--- src/rtl/dense_activate_pipe.sv ---
// dense_activate_pipe
// Elastic FIFO stage carrying the dense -> activate bundle. in_ready and
// out_valid decode only from the registered occupancy, so neither side's
// handshake inputs reach the other side combinationally. Flush discards
// every held bundle in one edge; reset also clears entry contents so the
// *_out fields read zero straight away.
module dense_activate_pipe #(
    parameter int size            = 3,
    parameter int data_size       = 16,
    parameter int cost_type_size  = 8,
    parameter int dense_type_size = 4,
    parameter int act_type_size   = 4,
    parameter int depth           = 2,
    parameter int cnt_w           = $clog2(depth) + 1
) (
    input  logic                          clk,
    input  logic                          reset,

    input  logic                          in_valid,
    output logic                          in_ready,
    output logic                          out_valid,
    input  logic                          out_ready,
    input  logic                          flush,
    output logic [cnt_w-1:0]              count,

    input  logic [act_type_size-1:0]      act_type,
    input  logic [dense_type_size-1:0]    dense_type,
    input  logic [cost_type_size-1:0]     cost_type,
    input  logic [data_size*size-1:0]     w,
    input  logic [data_size*size-1:0]     y,
    input  logic [data_size*size-1:0]     x,
    input  logic [31:0]                   w_layer_index,
    input  logic [31:0]                   w_row_index,
    input  logic                          is_update,
    input  logic [data_size*size-1:0]     predict_value,
    input  logic                          backprop_cost,

    output logic [act_type_size-1:0]      act_type_out,
    output logic [dense_type_size-1:0]    dense_type_out,
    output logic [cost_type_size-1:0]     cost_type_out,
    output logic [data_size*size-1:0]     w_out,
    output logic [data_size*size-1:0]     y_out,
    output logic [data_size*size-1:0]     x_out,
    output logic [31:0]                   w_layer_index_out,
    output logic [31:0]                   w_row_index_out,
    output logic                          is_update_out,
    output logic [data_size*size-1:0]     predict_value_out,
    output logic                          backprop_cost_out
);

    localparam int vec_w   = data_size * size;
    localparam int entry_w = act_type_size + dense_type_size + cost_type_size
                           + 4 * vec_w + 64 + 2;
    localparam int ptr_w   = $clog2(depth);

    logic [entry_w-1:0] mem [depth];
    logic [entry_w-1:0] in_entry;
    logic [entry_w-1:0] head_entry;
    logic [ptr_w-1:0]   wr_ptr;
    logic [ptr_w-1:0]   rd_ptr;
    logic [cnt_w-1:0]   count_q;
    logic               push;
    logic               pop;

    // Field order is shared by pack and unpack; keep the two lists identical.
    assign in_entry = {act_type, dense_type, cost_type, w, y, x,
                       w_layer_index, w_row_index, is_update,
                       predict_value, backprop_cost};

    assign head_entry = mem[rd_ptr];

    assign {act_type_out, dense_type_out, cost_type_out, w_out, y_out, x_out,
            w_layer_index_out, w_row_index_out, is_update_out,
            predict_value_out, backprop_cost_out} = head_entry;

    assign in_ready  = (count_q < cnt_w'(depth));
    assign out_valid = (count_q != '0);
    assign count     = count_q;

    // Flush wins over both transfers, so it gates them here.
    assign push = in_valid  & in_ready  & ~flush;
    assign pop  = out_valid & out_ready & ~flush;

    // Pointer and occupancy bookkeeping; pointers wrap naturally since depth is a power of two.
    always_ff @(posedge clk or posedge reset) begin
        if (reset) begin
            wr_ptr  <= '0;
            rd_ptr  <= '0;
            count_q <= '0;
        end else if (flush) begin
            wr_ptr  <= '0;
            rd_ptr  <= '0;
            count_q <= '0;
        end else begin
            if (push) begin
                wr_ptr <= wr_ptr + ptr_w'(1);
            end
            if (pop) begin
                rd_ptr <= rd_ptr + ptr_w'(1);
            end
            case ({push, pop})
                2'b10:   count_q <= count_q + cnt_w'(1);
                2'b01:   count_q <= count_q - cnt_w'(1);
                default: count_q <= count_q;
            endcase
        end
    end

    // Entry storage; flush leaves contents alone, reset zeroes them so *_out reads 0.
    always_ff @(posedge clk or posedge reset) begin
        if (reset) begin
            for (int i = 0; i < depth; i++) begin
                mem[i] <= '0;
            end
        end else if (push) begin
            mem[wr_ptr] <= in_entry;
        end
    end

endmodule
--- config.mk ---
export PLATFORM = sky130hd
export DESIGN_NAME = dense_activate_pipe
export DESIGN_NICKNAME = d
export VERILOG_FILES = /design/src/rtl/dense_activate_pipe.sv
export SDC_FILE = /design/constraint.sdc
export NUM_CORES = 1
export LEC_CHECK = 0
export CAP_MARGIN = 20
export CORE_ASPECT_RATIO = 1.75
export CORE_MARGIN = 2
export CORE_UTILIZATION = 50
export DETAILED_ROUTE_END_ITERATION = 16
export PLACE_DENSITY = 0.79
export SLEW_MARGIN = 20
export SYNTH_ARGS = -nofsm -noshare
export SYNTH_HDL_FRONTEND = slang
export SYNTH_SLANG_ARGS = --single-unit
--- constraint.sdc ---
create_clock -name clk -period 27.5 [get_ports clk]
set_input_delay 8.25 -clock clk [delete_from_list [all_inputs] [get_ports clk]]
set_output_delay 8.25 -clock clk [all_outputs]
set_load 0.02 [all_outputs]
-- After elaboration in Yosys (flattened, before gate mapping)
Cells that the tools add are included.
- register bits after elaboration: 552
- input bits: 279
- output and inout bits: 278
- reduce and logical (&&, ||, !) cells: 5
- order comparisons: 4
- add/sub/neg operators: 4
- equality and inequality tests: 2
- bitwise gates (word level): 7
- mux-type cells: 12
- operators by type and width (kind ; count):
    $mux W274 ; 4
    $bwmux W548 ; 1
    $demux W274 S1 ; 1
    $reduce_bool A2 Y1 ; 3
    $and A1 B1 Y1 ; 4
    $ge A2 B2 Y1 const B ; 2
    $mux W1 ; 4
    $not A1 Y2 ; 2
    $pmux W2 S2 ; 1
    $reduce_bool A3 Y1 ; 1
    $add A1 B1 Y1 const B ; 2
    $add A2 B1 Y2 const B ; 1
    $eq A2 B1 Y1 const B ; 1
    $eq A2 B2 Y1 const B ; 1
    $lt A2 B1 Y1 const B ; 1
    $lt A2 B2 Y1 const B ; 1
    $mux W2 ; 1
    $sub A2 B1 Y2 const B ; 1
    $logic_and A1 B1 Y1 ; 1
    $not A1 Y1 ; 1

-- Longest topological paths before layout
- word-level depth: 6
- depth in mapped cells: 5
- gate-level depth less buffers: 3

-- Worst setup path after synthesis
Ideal clock, no wire load.
- path type: reg-to-output
- start: register rd_ptr
- end: output w_out[0]
- setup slack: 17.840 ns
- data arrival time: 1.410 ns
- cell stages (with the launch flop): 5
- required time: 19.250 ns
- cells stage by stage: dfrtp_1 > clkbuf_1 > clkbuf_1 > buf_2 > mux2_2
- word-level cells in the longest chain between the ends: 4
- RTL lines (item ; line ; RTL):
    start, declared ; 60 ; logic [ptr_w-1:0] rd_ptr;
    start signal, assigned ; 99 ; rd_ptr <= rd_ptr + ptr_w'(1);
    $not A1 Y2 (not written as such) ; 70 ; assign head_entry = mem[rd_ptr];
    $mux W274 (not written as such) (3 in series) ; 70 ;
    end, declared ; 41 ; output logic [data_size*size-1:0] w_out,
Every way passes these cells. The select of a mux whose other input is x is not followed.

-- Worst setup path after layout
- start: register rd_ptr
- end: output y_out[38]
- word-level cells in the longest chain between the ends: 4
- RTL lines (item ; line ; RTL):
    $not A1 Y2 (not written as such) ; 70 ;
    $mux W274 (not written as such) (3 in series) ; 70 ;
    end, declared ; 42 ; output logic [data_size*size-1:0] y_out,
Every way passes these cells. The select of a mux whose other input is x is not followed.

==> key figures <==
Floorplanning
  • Die area: 49200 um^2
  • DIE HEIGHT: 292 um
  • Core Box Area: 46900 um^2
  • Site Rows: 105
  • Die Span X: 169 um
  • I/O Pins: 557
  • Initial Util: 0.506

Yosys
  • Post-synthesis sequential area ratio: 0.583
  • Commonest cells post-synth: mux2_2, dfrtp_1, buf_2, buf_4, mux2_1
  • Number of synthesized register bits: 552
  • Post-synth top area share: 0.583
  • Mapped Avg Cell Area: between 15 and 20 um^2
  • Area contributors post-synth: dfrtp_1, mux2_2, buf_2, mux2_1, buf_4
  • EDFF count, synth: 0
  • Area leader, netlist: dfrtp_1
  • Total number of yosys warnings: 0
  • Net Count, Synth: 1762
  • Yosys cell types: 18
  • Post-synthesis cell count: around 1500
  • Mapped Area: 23700 um^2
  • Most common cell in the netlist: mux2_2
  • Most common flop cell mapped by yosys: dfrtp_1
  • Asr flop ratio synth: 1.00

Power
  • Clock power frac: 0.261
  • Internal Power: 1.94 mW
  • Power, Total: roughly 2.7 mW
  • Leakage power total: roughly 13 nW
  • Gate power share: 0.314
  • Maximum vdd drop: about 0.066 mV
  • Power Dens Cells: between 80 and 90 nW/um^2
  • Switching Fraction: 0.285
  • P_sw: 777 uW
  • Sequential share of power: 0.424

Clocking
  • # clock sinks: 552
  • Clock Tree Root: clkbuf_16
  • H-tree levels: 2
  • Insertion delay to the later sink of the worst-skew pair: about 0.57 ns
  • Post-CTS Resized: 0
  • Reg clk slew, reported paths: 0.06 ns
  • Maximum clock path buffer count: 3
  • Total CTS buffers: 50
  • TritonCTS clock tree: built
  • Post-CTS setup buffers: 0
  • Hold buffer count at CTS: 0

Routing
  • Drt pass-1 iters: 4
  • Routed len/inst: 22.1 um
  • Avg Vias per Cell: 5.42
  • # DRC: 0
  • Via count: 14368
  • Antenna viol nets, final: 0
  • DRT iter0 DRCs: between 600 and 700
  • Final WL: 58.6 mm

Layout
  • Area added between synthesis and finish: 32.4%
  • Layout cells sized above 1: 0.440
  • Final Non-Filler Cells: 2649
  • Fin nets: 2294

Worst hold path
  • Min-delay worst type: register to register

Timing
  • Worst Tran Pin Value: 1.17 ns
  • Min cycle time layout: approximately 12 ns
  • Clock skew: 0.0136 ns
  • Slew Viols, Final: 0
  • Final setup vio count: 0
  • Fmax: 0.0852 GHz
  • Hold slack: 0.483 ns
  • Relative slew margins: 0.217
  • RSZ-0062 raised after global routing: false
  • Worst setup margin: 15.76 ns
  • Final period util: 0.427
  • Setup TNS: 0 ns
  • Final hold violation count: 0

Global route
  • Remaining global-route overflow: 0
  • Largest net degree at the start of global routing: 163
  • First-pass GRT wire length: 90.9 mm
  • Vias in the first global route: 15978
  • Initial antenna violation count: 13
  • Total GRT Usage: 0.236

Worst setup path
  • R2r startpoint: count[1]
  • Required @ worst endpoint: 19.25 ns
  • Worst-path maximum fanout: 162
  • Reg2reg setup slack: 23.78 ns
  • Critical Path End Type: primary output
  • Crit path DAT: around 3.5 ns
  • Worst r2r dst: mem[33]
  • Worst setup SP type: register
  • R2R cell count: 5
  • CP startpoint: rd_ptr
  • CP Class: register to primary output
  • CP endpoint: y_out[38]

Placement
  • Hpwl dp: 40.7 mm
  • I/O Buffers: 556
  • Dpl cells: 2551
  • Setup WS pre-CTS: ~15 ns
  • GPL Wtd Cong: 0.800

Outcome
  • Status: finished, final reports clean

Run
  • Max-cap viol count: 0
-- placed cells by master (no fill, tap or decap), types with 2 or more instances in the layout --
| master | instances |
|---|---|
| xor2_1 | 2 |
| clkinv_8 | 2 |
| clkbuf_16 | 53 |
| o21ai_0 | 2 |
| clkbuf_1 | 7 |
| dfrtp_1 | 551 |
| nor2_1 | 3 |
| diode_2 | 13 |
| mux2_1 | 21 |
| clkdlybuf4s50_1 | 556 |
| clkbuf_8 | 10 |
| mux2_2 | 802 |
| bufinv_16 | 4 |
| clkinv_2 | 8 |
| buf_4 | 12 |
| buf_12 | 2 |
| nor2b_1 | 2 |
-- per-stage QoR --
step	util	instance area, um^2
6_report	0.669	31400
5_1_grt	0.669	31400
4_1_cts	0.668	31300
3_5_place_dp	0.632	29700
3_3_place_gp	0.632	29700
2_1_floorplan	-	23700
-- power groups by stage --
stage / Clock [mW] / Sequential (mW) / Combinational, mW
after floorplan: 0 / 1.13 / 0.531
after global placement: 0 / 1.15 / 0.839
after detailed placement: 0 / 1.17 / 0.859
after CTS: 0.728 / 1.16 / 0.864
after global routing: 0.759 / 1.19 / 0.902
final: 0.711 / 1.15 / 0.856
-- logic make-up (layout without fill, tap and decap cells) --
group / after synthesis / count (layout) / share of synthesized area
multiplexers: 823 / 823 / 0.391
flip-flops: 552 / 552 / 0.583
buffers and inverters: 93 / 658 / 0.0220
AND/OR/NAND/NOR: 9 / 9 / 0.00280
AO/OA/AOI/OAI: 4 / 4 / 0.00100
XOR/XNOR: 2 / 2 / 0.000739
other: 0 / 13 / 0
-- cell type report --
class                           instances  area, um^2
Clock buffer                           70        1490
Sequential cell                       552       13800
Inverter                                2        20.0
Fill cell                            3326       15500
Antenna cell                           13        32.5
Timing Repair Buffer                  571        5710
Multi-Input combinational cell        838        9390
Tap cell                              588         736
Clock inverter                         15         193
-- how the worst min path moves through the flow --
stage | start | endpoint | slack, ns | cells after the start
2_1_floorplan | mem[185] | mem[185] | 0.45 | 1
3_3_place_gp | mem[187] | mem[187] | 0.46 | 1
3_5_place_dp | mem[202] | mem[202] | 0.47 | 1
4_1_cts | mem[190] | mem[190] | 0.49 | 1
5_1_grt | mem[189] | mem[189] | 0.50 | 1
6_report | mem[196] | mem[196] | 0.48 | 1
-- critical path, cell delays in order, from the launching register on --
cell,delay (ns)
dfrtp_4,0.89
buf_12,0.62
mux2_2,0.42
clkdlybuf4s50_1,0.61
-- metal layers --
layer  vias to the layer above  GRT usage  share of wire
li1                       6373          -              -
met1                      7406      0.262           0.36
met2                       452      0.413           0.52
met3                       137     0.0603          0.067
met4                         0      0.130          0.055
met5                         -          0              0
-- sequential cells by signal (all words and copies together), names as in the netlist --
name    cells
mem       548
count       2
rd_ptr      1
wr_ptr      1
(Power assumes the default switching activity.)
